==> config.mk <==
export PLATFORM = sky130hd
export DESIGN_NAME = multicycle_ctrl
export DESIGN_NICKNAME = d
export VERILOG_FILES = /design/src/rtl/multicycle_ctrl.sv
export SDC_FILE = /design/constraint.sdc
export NUM_CORES = 1
export LEC_CHECK = 0
export CAP_MARGIN = 10
export CORE_MARGIN = 10
export CORE_UTILIZATION = 39
export DETAILED_ROUTE_END_ITERATION = 16
export GPL_ROUTABILITY_DRIVEN = 0
export PLACE_DENSITY_LB_ADDON = 0.08
export SYNTH_ARGS = -nofsm -noshare
export SYNTH_HDL_FRONTEND = slang
export SYNTH_SLANG_ARGS = --single-unit
==> constraint.sdc <==
create_clock -name clk -period 2.4 [get_ports clk]
set_clock_uncertainty 0.05 [all_clocks]
set_input_delay 0.48 -clock clk [delete_from_list [all_inputs] [get_ports clk]]
set_output_delay 0.48 -clock clk [all_outputs]
set_load 0.05 [all_outputs]
==> src/rtl/multicycle_ctrl.sv <==
// multicycle_ctrl: Moore control sequencer for the multicycle MIPS datapath.
// Splits each instruction into FETCH/DECODE/EXECUTE/MEMORY/WRITEBACK steps and
// drives the datapath strobes as a pure decode of the current state.
//
// Optional feature: define MULTICYCLE_MEM_WAIT_EN to let FETCH, MEMRD and MEMWR
// stall on mem_ready. Without it mem_ready is ignored.
//
// Ports:
//   clk, rst            clock (rising edge), asynchronous active-high reset
//   Opcode[5:0]         IR[31:26], sampled in DECODE and MEMADR only
//   mem_ready           memory access complete (wait build only)
//   PCWrite..ALUSrcA    single-bit datapath strobes / mux selects
//   ALUSrcB, ALUOp, PCSrc  2-bit mux selects
//   retire              pulse on the last cycle of an instruction
//   illegal_op          pulse in DECODE for an unknown opcode
//   state[3:0]          current state, for debug
module multicycle_ctrl (
  input  logic       clk,
  input  logic       rst,
  input  logic [5:0] Opcode,
  input  logic       mem_ready,
  output logic       PCWrite,
  output logic       Branch,
  output logic       IorD,
  output logic       MemRead,
  output logic       MemWrite,
  output logic       IRWrite,
  output logic       MemtoReg,
  output logic       RegDst,
  output logic       RegWrite,
  output logic       ALUSrcA,
  output logic [1:0] ALUSrcB,
  output logic [1:0] ALUOp,
  output logic [1:0] PCSrc,
  output logic       retire,
  output logic       illegal_op,
  output logic [3:0] state
);

  localparam logic [5:0] OpR    = 6'b000000;
  localparam logic [5:0] OpLw   = 6'b100011;
  localparam logic [5:0] OpSw   = 6'b101011;
  localparam logic [5:0] OpBeq  = 6'b000100;
  localparam logic [5:0] OpAddi = 6'b001000;
  localparam logic [5:0] OpJ    = 6'b000010;

  typedef enum logic [3:0] {
    StIdle   = 4'd0,
    StFetch  = 4'd1,
    StDecode = 4'd2,
    StMemAdr = 4'd3,
    StMemRd  = 4'd4,
    StMemWb  = 4'd5,
    StMemWr  = 4'd6,
    StExec   = 4'd7,
    StAluWb  = 4'd8,
    StBranch = 4'd9,
    StAddiEx = 4'd10,
    StAddiWb = 4'd11,
    StJump   = 4'd12
  } state_e;

  state_e state_q, state_d;
  logic   mem_ok;

`ifdef MULTICYCLE_MEM_WAIT_EN
  assign mem_ok = mem_ready;
`else
  logic mem_ready_unused;
  assign mem_ready_unused = mem_ready;
  assign mem_ok = 1'b1;
`endif

  always_ff @(posedge clk or posedge rst) begin
    if (rst) begin
      state_q <= StIdle;
    end else begin
      state_q <= state_d;
    end
  end

  // Next-state logic
  always_comb begin
    state_d = state_q;
    case (state_q)
      StIdle:   state_d = StFetch;
      StFetch:  if (mem_ok) state_d = StDecode;
      StDecode: begin
        case (Opcode)
          OpLw, OpSw: state_d = StMemAdr;
          OpR:        state_d = StExec;
          OpBeq:      state_d = StBranch;
          OpAddi:     state_d = StAddiEx;
          OpJ:        state_d = StJump;
          default:    state_d = StFetch;
        endcase
      end
      StMemAdr: state_d = (Opcode == OpLw) ? StMemRd : StMemWr;
      StMemRd:  if (mem_ok) state_d = StMemWb;
      StMemWr:  if (mem_ok) state_d = StFetch;
      StExec:   state_d = StAluWb;
      StAddiEx: state_d = StAddiWb;
      StMemWb, StAluWb, StBranch, StAddiWb, StJump: state_d = StFetch;
      default:  state_d = StIdle; // unused codes 13..15 recover to IDLE
    endcase
  end

  // Output decode; mem_ok is constant 1 in the non-wait build
  always_comb begin
    PCWrite    = 1'b0;
    Branch     = 1'b0;
    IorD       = 1'b0;
    MemRead    = 1'b0;
    MemWrite   = 1'b0;
    IRWrite    = 1'b0;
    MemtoReg   = 1'b0;
    RegDst     = 1'b0;
    RegWrite   = 1'b0;
    ALUSrcA    = 1'b0;
    ALUSrcB    = 2'b00;
    ALUOp      = 2'b00;
    PCSrc      = 2'b00;
    retire     = 1'b0;
    illegal_op = 1'b0;
    case (state_q)
      StFetch: begin
        MemRead = 1'b1;
        IRWrite = mem_ok;
        PCWrite = mem_ok;
        ALUSrcB = 2'b01;
      end
      StDecode: begin
        ALUSrcB = 2'b11;
        case (Opcode)
          OpLw, OpSw, OpR, OpBeq, OpAddi, OpJ: illegal_op = 1'b0;
          default:                             illegal_op = 1'b1;
        endcase
      end
      StMemAdr, StAddiEx: begin
        ALUSrcA = 1'b1;
        ALUSrcB = 2'b10;
      end
      StMemRd: begin
        MemRead = 1'b1;
        IorD    = 1'b1;
      end
      StMemWb: begin
        MemtoReg = 1'b1;
        RegWrite = 1'b1;
        retire   = 1'b1;
      end
      StMemWr: begin
        MemWrite = 1'b1;
        IorD     = 1'b1;
        retire   = mem_ok;
      end
      StExec: begin
        ALUSrcA = 1'b1;
        ALUOp   = 2'b10;
      end
      StAluWb: begin
        RegDst   = 1'b1;
        RegWrite = 1'b1;
        retire   = 1'b1;
      end
      StBranch: begin
        ALUSrcA = 1'b1;
        ALUOp   = 2'b01;
        PCSrc   = 2'b01;
        Branch  = 1'b1;
        retire  = 1'b1;
      end
      StAddiWb: begin
        RegWrite = 1'b1;
        retire   = 1'b1;
      end
      StJump: begin
        PCWrite = 1'b1;
        PCSrc   = 2'b10;
        retire  = 1'b1;
      end
      default: ;
    endcase
  end

  assign state = state_q;

endmodule

After elaboration in Yosys (flattened, before gate mapping)
Index checks and enable logic that the tools add are counted. W data, S select, Z words.

Flip-flop bits (word level): 4. Latch bits: 0. Bits in writable memories: 0. ROM bits: 0. Input bits: 9. Word-level logic and storage cells: 49. Memories kept: 0.

$add $sub $neg: 0. Multipliers: 0. Div/mod/pow operators: 0. Magnitude comparators: 0. Eq/ne operators: 17. Shift-type cells: 0. Mux-type cells: 19. Bitwise operators: 0. Reduce and logical (&&, ||, !) cells: 12.

Operators by type and width (count): $pmux W4 S7 (1); $eq A4 B4 Y1 const B (5); $pmux W4 S5 (1); $eq A4 B3 Y1 const B (4); $mux W1 (13); $eq A6 B6 Y1 const B (2); $reduce_or A6 Y1 (2); $reduce_or A2 Y1 (5); $eq A4 B2 Y1 const B (2); $pmux W2 S2 (2); $reduce_or A7 Y1 (1); $eq A6 B2 Y1 const B (1); $eq A6 B3 Y1 const B (1); $eq A6 B4 Y1 const B (1); $logic_not A6 Y1 (1); $pmux W2 S3 (1); $eq A4 B1 Y1 const B (1); $logic_not A4 Y1 (1); $reduce_or A4 Y1 (1); $reduce_or A3 Y1 (1); $mux W2 (1).

Longest topological paths before layout
Depth after elaboration: 4. Mapped depth: 4.

Worst setup path before layout
OpenSTA, ideal clock, no wires.

Path type: reg2out. From: register state_q[2], in the netlist state[2]. To: output port RegWrite. Data arrival time: 2618 ps. Data required time: 1870 ps. Slack: -748 ps. Stages on the path, launching flop included: 5. Path buffers: 1. Cells stage by stage: dfrtp_1 buf_2 nand2b_1 nor3_1 a21o_1.

Word-level cells in the longest chain between the ends: 3. Elaborated cells on any way between the ends: 5.

RTL lines: from (decl) (RTL line 63) `state_e state_q, state_d;`; from (signal assigned) (RTL line 76) `state_q <= StIdle;`; from (signal assigned) (RTL line 78) `state_q <= state_d;`; $eq A4 B3 Y1 / $eq A4 B4 Y1 (equally long branches) (RTL line 125) `case (state_q)`; $reduce_or A3 Y1 (no line) *; $mux W1 * (RTL line 125); to (decl) (RTL line 30) `output logic RegWrite,`.

Mark *: on every way between the ends. The rest lies on a longest branch, timed or not.

Worst setup path in the final report
From: register state_q[3], in the netlist state[3]. To: output port ALUSrcA.

Word-level cells in the longest chain between the ends: 3. Elaborated cells on any way between the ends: 6.

RTL lines: $eq A4 B4 Y1, or another cell as far along (RTL line 125); $reduce_or A4 Y1 (no line) *; $mux W1 * (RTL line 125); to (decl) (RTL line 31) `output logic ALUSrcA,`.

Marks and branches as above.

==> impl_metrics.toml <==
[status]
outcome = "complete, no violations"

[critical_path]
critPathSlowestCell = "dfrtp_1"
arrival_ns = 1.75
crit_path_start_kind = "flop"
critPathMaxFanout = 17
rr_startpoint = "state[3]"
critPathCaptureType = "primary output"
path_class = "reg -> out"
path_cells = "nand2b_1, mux2i_1, o2bb2ai_1, buf_12"
critPathRequiredTime_ns = 1.87
critPathLaunch = "state[3]"
cpPeakStageDelay_ns = 0.67

[clock_tree]
cts_sinks = 4
ctsResizeCount = 0
clkLatencyLatePin_ns = 0.23
clk_path_buf_depth = 2
path_clk_slew_ns = 0.04
numCtsBuffers = 3
cts_setup_buffers = 0
ctsHoldBuffers = 0
cts_tree = "done"
root_buffer = "clkbuf_4"
htree_levels = 1

[logic_synthesis]
synth_cell_types = 34
async_reset_ff_share_pct = 100
syn_avg_cell_area_um2 = 7.42
ys_seq_elements = 4
synth_area_leaders = "dfrtp_1 (19%), nor2_1 (7.8%), nor3_1 (6.7%), mux2_2 (4.3%), buf_2 (3.8%)"
ys_seq_area_share_pct = 19.0
synth_nets = 80
yosysMostFrequentCell = "nor2_1"
synth_edf_count = 0
yosys.area.top_type_share_pct = 19.0
ys_warn_count = 0
synth_area_um2 = 527
yosys.area.top_type = "dfrtp_1"
netlist_instances = 71
synth_common_cells = "nor2_1 (11), nor3_1 (7), buf_2 (4), dfrtp_1 (4)"
ys.flop_type = "dfrtp_1"

[place]
place_ws_ns = 0.143
portBuffers = 29
place_inst = 113
dp_hpwl_um = 1420

[grt]
grt_pass1_vias = 598
grt_pass1_wl_um = 2820
antenna_found_initial = 0
grt_max_degree = 18
grt-ovfl-total = 0
grt_use_total_pct = 10.2

[flow_run]
drv_cap = 0

[routing]
drt_wl_total_um = 1730
drc = 0
vias = 639
via_per_inst = 5.51
wl_per_cell_um = 14.9
dr.first_iter.drc_count = 7
first_pass_iters = 2
ant_nets = 0

[final_layout]
drive_gt1_share_pct = 39.6
largest_reg_flops = 4
stdcell_count = 116
syn_to_final_growth_pct = 93.1
final_nets = 112
n_antenna_cell = 0

[floorplan]
initial_utilization_pct = 41.0
row_count = 13
core_mm2 = 0.00128
dieArea_mm2 = 0.00322
die_x_um = 56.8
io_pins = 31
die_h_um = 56.8

[sta]
setup_viol = 0
slew_violations = 0
fin_crit_sh_pct = 94.8
clock.fmax_mhz = 439
hold_slack_ns = 0.376
finalWorstSetupSlack_ns = 0.124
finalHoldViolCount = 0
relSlewSlack_pct = 64.4
rsz0062_at_grt = "no"
min_period_ns = 2.28
tightestPinTransition_ns = 0.533

[min_path]
hold_class = "in -> async"
-- area by class of cell --
class / count / area [um2]
well taps: 15 / 18.8
fillers: 95 / 268
flip-flops and latches: 4 / 100
clock buffers: 3 / 22.5
inverters: 2 / 7.51
repair buffers: 32 / 445
multi-input cells: 60 / 423
-- stage by stage --
step | utilization (%) | cell area, um2 | TNS (ns)
3_5_place_dp | 77.4 | 995 | 0
6_report | 79.2 | 1020 | 0
2_1_floorplan | - | 558 | -0.578
3_3_place_gp | 77.4 | 995 | 0
5_1_grt | 79.2 | 1020 | 0
4_1_cts | 79.2 | 1020 | 0
-- final timing paths --
kind,to,slack [ns],cells past startpoint
max,ALUSrcA,0.12,4
min,state[2],0.38,2
max reg2reg,state[1],0.84,3
min reg2reg,state[1],0.73,1
max in group asynchronous,state[3],1.78,2
min in group clk,state[1],0.73,1
-- critical path: cells and delay by family, from the launching register on --
kind	cells	cell delay (ns)
AO/OA/AOI/OAI	1	0.18
buffers and inverters	1	0.18
flip-flops	1	0.67
multiplexers	1	0.20
AND/OR/NAND/NOR	1	0.29
-- layout by cell type, fill, tap and decap left out, types with 2 or more instances in the layout --
| cell | n |
|---|---|
| a21o_1 | 2 |
| a21oi_1 | 3 |
| buf_12 | 15 |
| buf_4 | 10 |
| clkbuf_4 | 3 |
| clkdlybuf4s50_1 | 7 |
| dfrtp_1 | 4 |
| inv_1 | 2 |
| mux2_2 | 2 |
| nand2b_1 | 3 |
| nand3_1 | 2 |
| nor2_1 | 10 |
| nor2b_1 | 2 |
| nor3_1 | 4 |
| nor3_2 | 2 |
| nor3b_1 | 2 |
| o21ai_0 | 2 |
| or2_2 | 2 |
| or3_1 | 2 |
| xnor2_1 | 2 |
-- cells by family (layout without fill, tap and decap cells) --
family	count (synthesis)	after routing	synth area share (%)
simple gates	38	38	40.6
flops	4	4	19.0
compound gates	16	16	22.6
buf+inv	7	37	6.65
mux	3	3	6.18
xor+xnor	3	3	4.99
-- layer usage --
layer  share of wire [%]  vias up  wire (um)  track usage [%]
met1                  41      295        700             10.5
met2                  51       21        877             18.7
met5                   0        -          0                0
met4                   0        0          0             4.03
met3                 8.6        0        149             2.92
li1                    -      323          -                -
Power is not shown: default switching activity piles up to over one toggle a cycle in this logic, so the estimate is an artifact.
